<file path="src/rtl/sram16_ctrl.sv">
// 32-bit bus slave onto a 16-bit asynchronous SRAM: every word access is split into
// two halfword accesses, low half at the even halfword address, high half at the odd one.
module sram16_ctrl #(
   parameter int WAIT   = 2,
   parameter int ADDR_W = 20
) (
   input  logic              clk,
   input  logic              rst,
   input  logic              stb,
   input  logic              we,
   input  logic [21:0]       addr,
   input  logic [31:0]       data_in,
   output logic [31:0]       data_out,
   output logic              ack,
   output logic [ADDR_W-1:0] sram_addr,
   input  logic [15:0]       sram_d_in,
   output logic [15:0]       sram_d_out,
   output logic              sram_d_oe,
   output logic              sram_ce_n,
   output logic              sram_oe_n,
   output logic              sram_we_n,
   output logic              sram_ub_n,
   output logic              sram_lb_n
);

   localparam int CW = $clog2(WAIT) + 1;
   localparam logic [CW-1:0] CNT_LOAD = CW'(WAIT - 1);
   localparam logic [CW-1:0] CNT_ONE  = {{(CW-1){1'b0}}, 1'b1};
   localparam logic [CW-1:0] CNT_ZERO = {CW{1'b0}};

   typedef enum logic [2:0] {
      IDLE    = 3'd0,
      RD_LO   = 3'd1,
      RD_HI   = 3'd2,
      WR_LO_S = 3'd3,
      WR_LO_P = 3'd4,
      WR_HI_S = 3'd5,
      WR_HI_P = 3'd6,
      DONE    = 3'd7
   } state_t;

   state_t            state_r;
   logic [CW-1:0]     cnt_r;
   logic [ADDR_W-2:0] addr_r;
   logic [15:0]       data_hi_r;

   // Word-address bits above the SRAM range alias onto the same locations.
   logic unused_s;
   assign unused_s = ^addr[21:ADDR_W-1];

   // Access sequencer; every SRAM control and bus response is a register.
   always_ff @(posedge clk) begin
      if (rst) begin
         state_r    <= IDLE;
         cnt_r      <= CNT_ZERO;
         addr_r     <= {(ADDR_W-1){1'b0}};
         data_hi_r  <= 16'h0000;
         data_out   <= 32'h0000_0000;
         ack        <= 1'b0;
         sram_addr  <= {ADDR_W{1'b0}};
         sram_d_out <= 16'h0000;
         sram_d_oe  <= 1'b0;
         sram_ce_n  <= 1'b1;
         sram_oe_n  <= 1'b1;
         sram_we_n  <= 1'b1;
         sram_ub_n  <= 1'b1;
         sram_lb_n  <= 1'b1;
      end else begin
         case (state_r)
            IDLE: begin
               ack <= 1'b0;
               if (stb) begin
                  addr_r    <= addr[ADDR_W-2:0];
                  data_hi_r <= data_in[31:16];
                  cnt_r     <= CNT_LOAD;
                  sram_addr <= {addr[ADDR_W-2:0], 1'b0};
                  sram_ce_n <= 1'b0;
                  sram_ub_n <= 1'b0;
                  sram_lb_n <= 1'b0;
                  if (we) begin
                     sram_d_out <= data_in[15:0];
                     sram_d_oe  <= 1'b1;
                     state_r    <= WR_LO_S;
                  end else begin
                     sram_oe_n <= 1'b0;
                     state_r   <= RD_LO;
                  end
               end else begin
                  state_r <= IDLE;
               end
            end
            RD_LO: begin
               if (cnt_r == CNT_ZERO) begin
                  data_out[15:0] <= sram_d_in;
                  sram_addr      <= {addr_r, 1'b1};
                  cnt_r          <= CNT_LOAD;
                  state_r        <= RD_HI;
               end else begin
                  cnt_r <= cnt_r - CNT_ONE;
               end
            end
            RD_HI: begin
               if (cnt_r == CNT_ZERO) begin
                  data_out[31:16] <= sram_d_in;
                  sram_ce_n       <= 1'b1;
                  sram_oe_n       <= 1'b1;
                  sram_ub_n       <= 1'b1;
                  sram_lb_n       <= 1'b1;
                  ack             <= 1'b1;
                  state_r         <= DONE;
               end else begin
                  cnt_r <= cnt_r - CNT_ONE;
               end
            end
            WR_LO_S: begin
               sram_we_n <= 1'b0;
               cnt_r     <= CNT_LOAD;
               state_r   <= WR_LO_P;
            end
            WR_LO_P: begin
               if (cnt_r == CNT_ZERO) begin
                  sram_we_n  <= 1'b1;
                  sram_d_out <= data_hi_r;
                  cnt_r      <= CNT_LOAD;
                  state_r    <= WR_HI_S;
               end else begin
                  cnt_r <= cnt_r - CNT_ONE;
               end
            end
            // Address moves only once we_n has been high for a full cycle.
            WR_HI_S: begin
               sram_addr <= {addr_r, 1'b1};
               sram_we_n <= 1'b0;
               cnt_r     <= CNT_LOAD;
               state_r   <= WR_HI_P;
            end
            WR_HI_P: begin
               if (cnt_r == CNT_ZERO) begin
                  sram_we_n <= 1'b1;
                  sram_ce_n <= 1'b1;
                  sram_ub_n <= 1'b1;
                  sram_lb_n <= 1'b1;
                  sram_d_oe <= 1'b0;
                  ack       <= 1'b1;
                  state_r   <= DONE;
               end else begin
                  cnt_r <= cnt_r - CNT_ONE;
               end
            end
            DONE: begin
               ack     <= 1'b0;
               state_r <= IDLE;
            end
            default: begin
               ack       <= 1'b0;
               sram_d_oe <= 1'b0;
               sram_ce_n <= 1'b1;
               sram_oe_n <= 1'b1;
               sram_we_n <= 1'b1;
               sram_ub_n <= 1'b1;
               sram_lb_n <= 1'b1;
               state_r   <= IDLE;
            end
         endcase
      end
   end

endmodule
</file>
<file path="config.mk">
export PLATFORM = sky130hd
export DESIGN_NAME = sram16_ctrl
export DESIGN_NICKNAME = d
export VERILOG_FILES = /design/src/rtl/sram16_ctrl.sv
export SDC_FILE = /design/constraint.sdc
export NUM_CORES = 1
export LEC_CHECK = 0
export CAP_MARGIN = 5
export CORE_ASPECT_RATIO = 2
export CORE_UTILIZATION = 49
export CTS_BUF_LIST = sky130_fd_sc_hd__clkbuf_4 sky130_fd_sc_hd__clkbuf_8
export DETAILED_ROUTE_END_ITERATION = 10
export GPL_TIMING_DRIVEN = 0
export PLACE_DENSITY_LB_ADDON = 0.12
export SLEW_MARGIN = 40
export SYNTH_ARGS = -nofsm -noshare
export SYNTH_HDL_FRONTEND = slang
export SYNTH_SLANG_ARGS = --single-unit
</file>
<file path="constraint.sdc">
create_clock -name clk -period 2.15 [get_ports clk]
set_input_delay 0.3225 -clock clk [delete_from_list [all_inputs] [get_ports clk]]
set_output_delay 0.3225 -clock clk [all_outputs]
set_load 0.02 [all_outputs]
</file>
==> metrics.csv, run 1 <==
stage,metric,value,unit
critical_path,FF-to-FF path depth,7,
grt,gr usage total,27.7,%
sta,final setup violation count,0,
cells_and_area,layout net count,834,
die,I/O Pins,149,
critical_path,Critical Path Slowest Stage Cell,or4bb_1,
grt,vias in the first global route,4927,
power,Clk pwr share,22.7,%
die,Die Footprint,0.0105,mm^2
clock_network,clock sink total,113,
critical_path,largest stage delay on the critical path,0.51,ns
yosys,Synth Flop Type,dfxtp_1,
critical_path,CP Data Arrival Time,2.29,ns
grt,GR Layer Usage met1,27.1,%
placed_design,placed instance area,0.00654,mm^2
critical_path,sequence of cells on the critical path,inv_1 > ha_1 > or4bb_1 > clkbuf_1 > clkbuf_2 > nand2_1 > a21oi_1,
sta,Max Clock Freq,503,MHz
sta,hold slack final,0.425,ns
power,combinational group share of total power,44.4,%
worst_hold_path,Hold Path Stages,3,
sta,Tmin final,1.99,ns
critical_path,r2r endpoint,data_out[10],
power,sequential power share,32.9,%
yosys,synthesized area,0.00494,mm^2
detailed_routing,antenna-violating nets left,0,
worst_hold_path,Worst Hold End,data_hi_r[10],
clock_network,CTS tree,yes,
critical_path,Crit Path Class,reg -> reg,
yosys,Synth Area per Inst,8.30,um^2
clock_network,Num CTS Buffers,17,
power,Sw Ratio,38.4,%
yosys,sequential area share after synthesis,45.8,%
sta,Worst Tran Pin Value,0.592,ns
cells_and_area,ant diodes,0,
cells_and_area,post-route cell area,0.00695,mm^2
cells_and_area,fraction of layout instances using a drive strength above 1,10.6,%
grt,largest net degree at the start of global routing,17,
grt,first-pass GRT wire length,22200,um
die,num rows,51,
grt,GR peak layer,met2,
critical_path,internal reg-to-reg setup slack,0.16,ns
die,Initial Util,50.6,%
detailed_routing,1st-iter DRT viols,200,
die,Core ar.,0.00976,mm^2
worst_hold_path,Worst Hold Class,in -> reg,
detailed_routing,Detailed Route WL,13800,um
clock_network,Root Driver,clkbuf_8,
sta,clock skew,0.00940,ns
power,Final Total Pwr,8.99,mW
detailed_routing,Vias/cell,5.43,
outcome,run status,completed,
cells_and_area,Final Util,71.2,%
die,die width,73.0,um
yosys,Mapped Nets,671,
detailed_routing,total iterations of the first detailed-routing run,4,
grt,total grt overflow,0,
job,max-cap violation count,0,
clock_network,cts repair resizes,0,
yosys,Cell variety after synth,48,
yosys,ys async rst share,0,%
grt,M3 GR Usage,7.15,%
power,power per cell area,1290,mW/mm^2
power,static leakage,2.49,nW
power,NetSw,3.45,mW
sta,Hold Fails Final Rpt,0,
cells_and_area,fin cells,902,
sta,Final WS setup,0.160,ns
placed_design,GP Congestion,0.875,
die,Chip Height,144,um
placed_design,Port-buffer cells,144,
critical_path,Worst setup SP type,register,
cells_and_area,P&R area growth vs syn,40.7,%
grt,met2 Use GR,50.5,%
clock_network,Clock transition at path regs,0.07,ns
sta,relative slew slack,60.6,%
sta,max-slew violation count,0,
placed_design,placed cell count,871,
sta,RSZ-0062 raised after global routing,false,
critical_path,crit path max fanout,10,
worst_hold_path,Hold Startpoint,data_in[26],
yosys,Post-synth EDFFs,0,
clock_network,CTS H-tree lvls,4,
yosys,Yosys reg bits,113,
critical_path,Critical Path End Type,register,
sta,TNS Setup,0,ns
sta,final period utilization,92.5,%
clock_network,post-CTS setup buffers,0,
yosys,YS warnings,0,
detailed_routing,wire length per cell,15.3,um
placed_design,HPWL Detailed,10300,um
power,Int Power,5.54,mW
clock_network,clock latency on the worst-skew pair,0.44,ns
power,Peak supply drop,753,uV
detailed_routing,routed via count,4900,
grt,initial antenna violation count,0,
critical_path,Worst EP required,2.45,ns
placed_design,dpl ws,0.00203,ns
clock_network,CTS Hold Bufs,0,
critical_path,worst r2r src,cnt_r[0],
yosys,Syn Inst Count,595,
detailed_routing,Remaining DRCs,0,
clock_network,clock buffer depth,2,
-- metal layers --
metal  share of wire, %  up-vias
met5                  0        -
met4                4.8        0
met3                4.8       47
met2                 54      195
met1                 36     2280
li1                   -     2378
-- power groups by stage --
stage	Combinational, mW	Clock (mW)	Sequential (mW)
finish	3.99	2.04	2.96
global route	4.33	2.16	3.01
CTS	3.98	2.06	2.96
detailed placement	3.96	0	3.00
global placement	3.86	0	2.98
floorplan	2.10	0	3.37
-- synth_stat cells, types with 2 or more instances --
cell type	instances	area [um^2]
dfxtp_1	113	2260
nor2_1	7	26.3
inv_1	20	75.1
clkbuf_1	25	93.8
a2111oi_0	2	17.5
mux2i_1	16	160
buf_4	14	105
nand2_1	177	664
a21oi_1	92	460
a311oi_1	20	175
o21a_1	2	15.0
ha_1	2	25.0
o21ai_0	4	20.0
buf_2	12	60.1
a221o_1	16	160
and3b_1	2	17.5
nand2b_1	3	18.8
nor4bb_1	2	20.0
a21oi_2	11	96.3
a211oi_1	20	150
a31oi_1	2	12.5
buf_1	2	7.51
buf_6	6	67.6
-- critical path, delay by kind of cell, from the launching register on --
family	cells	cell delay, ns
adders and majority gates	1	0.23
AOI/OAI and AO/OA	1	0.06
buffers and inverters	3	0.57
DFF	1	0.36
and+or+nand+nor	2	0.62
-- registers in the layout, indices dropped and copies added (netlist names) --
signal / cells
cnt_r: 2
sram_addr: 20
sram_lb_n: 1
sram_we_n: 1
ack: 1
addr_r: 19
sram_d_oe: 1
data_out: 32
sram_oe_n: 1
data_hi_r: 16
state_r: 3
sram_d_out: 16
-- final cells by class --
cell class,instances,area [um^2]
fill,802,2820
sequential,113,2260
multi-input combinational,402,2250
timing repair buffer,144,1440
buffer,60,352
clock buffer,20,263
tap,132,165
clock inverter,11,139
inverter,20,75.1
-- kinds of logic after synthesis --
kind of cell    share of synthesized area [%]
mux                                      3.24
buf+inv                                  8.59
fa+ha+maj                               0.507
simple gates                             18.0
flops                                    45.8
compound gates                           23.5
xor+xnor                                0.355
-- worst max-delay path by stage --
stage                     slack [ns]      from             to
final                           0.16  cnt_r[0]   data_out[10]
after global routing           0.005  cnt_r[0]            ack
after CTS                       0.09  cnt_r[0]    data_out[1]
after detailed placement       0.002       stb  sram_d_out[7]
after global placement          0.03       stb  sram_d_out[6]
after floorplan                 0.46  cnt_r[0]    data_out[0]
-- placed cells by master, fill, tap and decap left out, types with 11 or more instances in the layout --
cell type        Yosys  final
a311oi_1            20     20
buf_2               12     12
nand2_1            177    177
a21oi_1             92     92
clkbuf_1            25     23
inv_1               20     20
buf_4               14     14
dfxtp_1            113    113
clkdlybuf4s50_1      0    144
mux2i_1             16     16
a21oi_2             11     11
a221o_1             16     16
a211oi_1            20     20
clkbuf_8             0     18
Note: power is estimated with default switching activity, not from simulation.
==> inputs of run 2 (changes only) <==
--- a/config.mk
+++ b/config.mk
@@ -6,7 +6,7 @@
 export NUM_CORES = 1
 export LEC_CHECK = 0
 export CAP_MARGIN = 5
-export CORE_ASPECT_RATIO = 2
+export CORE_ASPECT_RATIO = 1.4
 export CORE_UTILIZATION = 49
 export CTS_BUF_LIST = sky130_fd_sc_hd__clkbuf_4 sky130_fd_sc_hd__clkbuf_8
 export DETAILED_ROUTE_END_ITERATION = 10
==> metrics.csv, run 2 (synthesized netlist as in run 1, its figures left out) <==
stage,metric,value,unit
grt,largest net degree at the start of global routing,17,
grt,gr usage total,27.6,%
sta,clock skew,0.00834,ns
critical_path,Crit Path Class,reg -> reg,
cells_and_area,"commonest non-fill, non-tap cell in the layout",nand2_1,
die,Initial Util,50.1,%
cells_and_area,P&R area growth vs syn,42.5,%
cells_and_area,FF/Latch Area,0.00226,mm^2
die,I/O Pins,149,
worst_hold_path,Hold Startpoint,data_in[26],
cells_and_area,fraction of layout instances using a drive strength above 1,11.0,%
clock_network,CTS H-tree lvls,4,
die,Core ar.,0.00985,mm^2
cells_and_area,Filler cells,806,
cells_and_area,fin cells,906,
clock_network,Clock transition at path regs,0.07,ns
cells_and_area,Largest Register,data_out,
clock_network,post-CTS setup buffers,0,
clock_network,clock sink total,113,
cells_and_area,biggest regs,"data_out x32, sram_addr x20, addr_r x19",
cells_and_area,layout net count,834,
critical_path,worst r2r src,cnt_r[0],
placed_design,placed cell count,874,
grt,initial antenna violation count,0,
clock_network,Root Driver,clkbuf_8,
critical_path,Critical Path End Type,register,
sta,final setup violation count,0,
outcome,run status,completed,
sta,Hold Fails Final Rpt,0,
worst_hold_path,Worst Hold Class,in -> reg,
clock_network,clock buffer depth,2,
critical_path,crit path from,cnt_r[0],
die,Chip Height,121,um
cells_and_area,area occupied by multi-input gates,0.00225,mm^2
critical_path,Worst EP required,2.43,ns
clock_network,CTS Hold Bufs,0,
critical_path,FF-to-FF path depth,6,
power,power per cell area,1340,mW/mm^2
placed_design,GP Congestion,0.862,
detailed_routing,1st-iter DRT viols,363,
clock_network,Num CTS Buffers,17,
job,max-cap violation count,0,
detailed_routing,routed via count,4980,
placed_design,Port-buffer cells,144,
detailed_routing,wire length per cell,15.5,um
detailed_routing,Remaining DRCs,0,
cells_and_area,Final Util,71.5,%
die,num rows,43,
grt,first-pass GRT wire length,22400,um
clock_network,CTS tree,yes,
detailed_routing,total iterations of the first detailed-routing run,5,
power,Peak supply drop,782,uV
detailed_routing,antenna-violating nets left,0,
placed_design,HPWL Detailed,9920,um
cells_and_area,max reg flops,32,
sta,max-slew violation count,0,
critical_path,Worst setup SP type,register,
sta,Worst Tran Pin Value,0.554,ns
sta,final period utilization,90.9,%
detailed_routing,Detailed Route WL,14000,um
sta,Tmin final,1.95,ns
cells_and_area,ant diodes,0,
grt,vias in the first global route,4895,
sta,Max Clock Freq,512,MHz
grt,total grt overflow,0,
power,static leakage,2.53,nW
clock_network,clock latency on the worst-skew pair,0.43,ns
worst_hold_path,Hold Path Stages,3,
detailed_routing,Vias/cell,5.50,
die,Die Footprint,0.0105,mm^2
sta,RSZ-0062 raised after global routing,false,
cells_and_area,most frequent cells in the layout,"nand2_1 (177), clkdlybuf4s50_1 (144), dfxtp_1 (113), a21oi_1 (92), clkbuf_1 (22)",
sta,relative slew slack,63.1,%
critical_path,crit path max fanout,10,
die,die width,86.8,um
sta,TNS Setup,0,ns
critical_path,CP Data Arrival Time,2.24,ns
run 2: critical path: stages, from the launching register on:
cell	delay [ns]
dfxtp_1	0.43
inv_1	0.09
ha_1	0.27
or2_2	0.33
clkbuf_1	0.26
a211oi_1	0.34
a311oi_1	0.09
run 2: path summary, 6_finish.rpt:
path / slack (ns) / end
hold / removal: 0.44 / data_hi_r[10]
setup reg to reg: 0.20 / sram_addr[15]
setup / recovery: 0.20 / sram_addr[15]
hold reg to reg: 0.45 / sram_oe_n
run 2: power by group:
part           switching, mW  internal, mW
sequential             0.349          2.61
combinational           2.27          1.75
clock                  0.844          1.58
total                   3.46          5.94
run 2: final cells by class:
class	count	area share, %
repair buffers	144	20.5
inverters	20	1.07
multi-input cells	402	32.0
clock buffers	22	3.95
plain buffers	60	5.03
well taps	135	2.40
clock inverters	10	2.93
flip-flops and latches	113	32.1
run 2: what timing repair did:
| item | in CTS | in global routing |
|---|---|---|
| setup endpoints to repair | 0 | 10 |
| gates resized for setup | 0 | 7 |
| hold endpoints to repair | 0 | 0 |
run 2: stage by stage:
step                      hold slack [ns]  power [mW]  setup slack, ns  instance area [um^2]
after global placement              0.433        6.83            0.105                  6550
after CTS                           0.427        9.40            0.129                  7030
final                               0.442        9.40            0.196                  7040
after detailed placement            0.439        6.96           0.0676                  6550
after global routing                0.425        9.90           0.0711                  7040
after floorplan                     0.427        5.47            0.460                  4940
run 2: per-layer routing:
metal	track usage (%)	routed length, um	part of all wire (%)	vias to the layer above
met5	0	0	0	-
met4	12.2	354	2.5	0
met3	6.69	794	5.7	34
met2	50.1	7420	53	184
met1	29.6	5460	39	2379
li1	-	-	-	2383
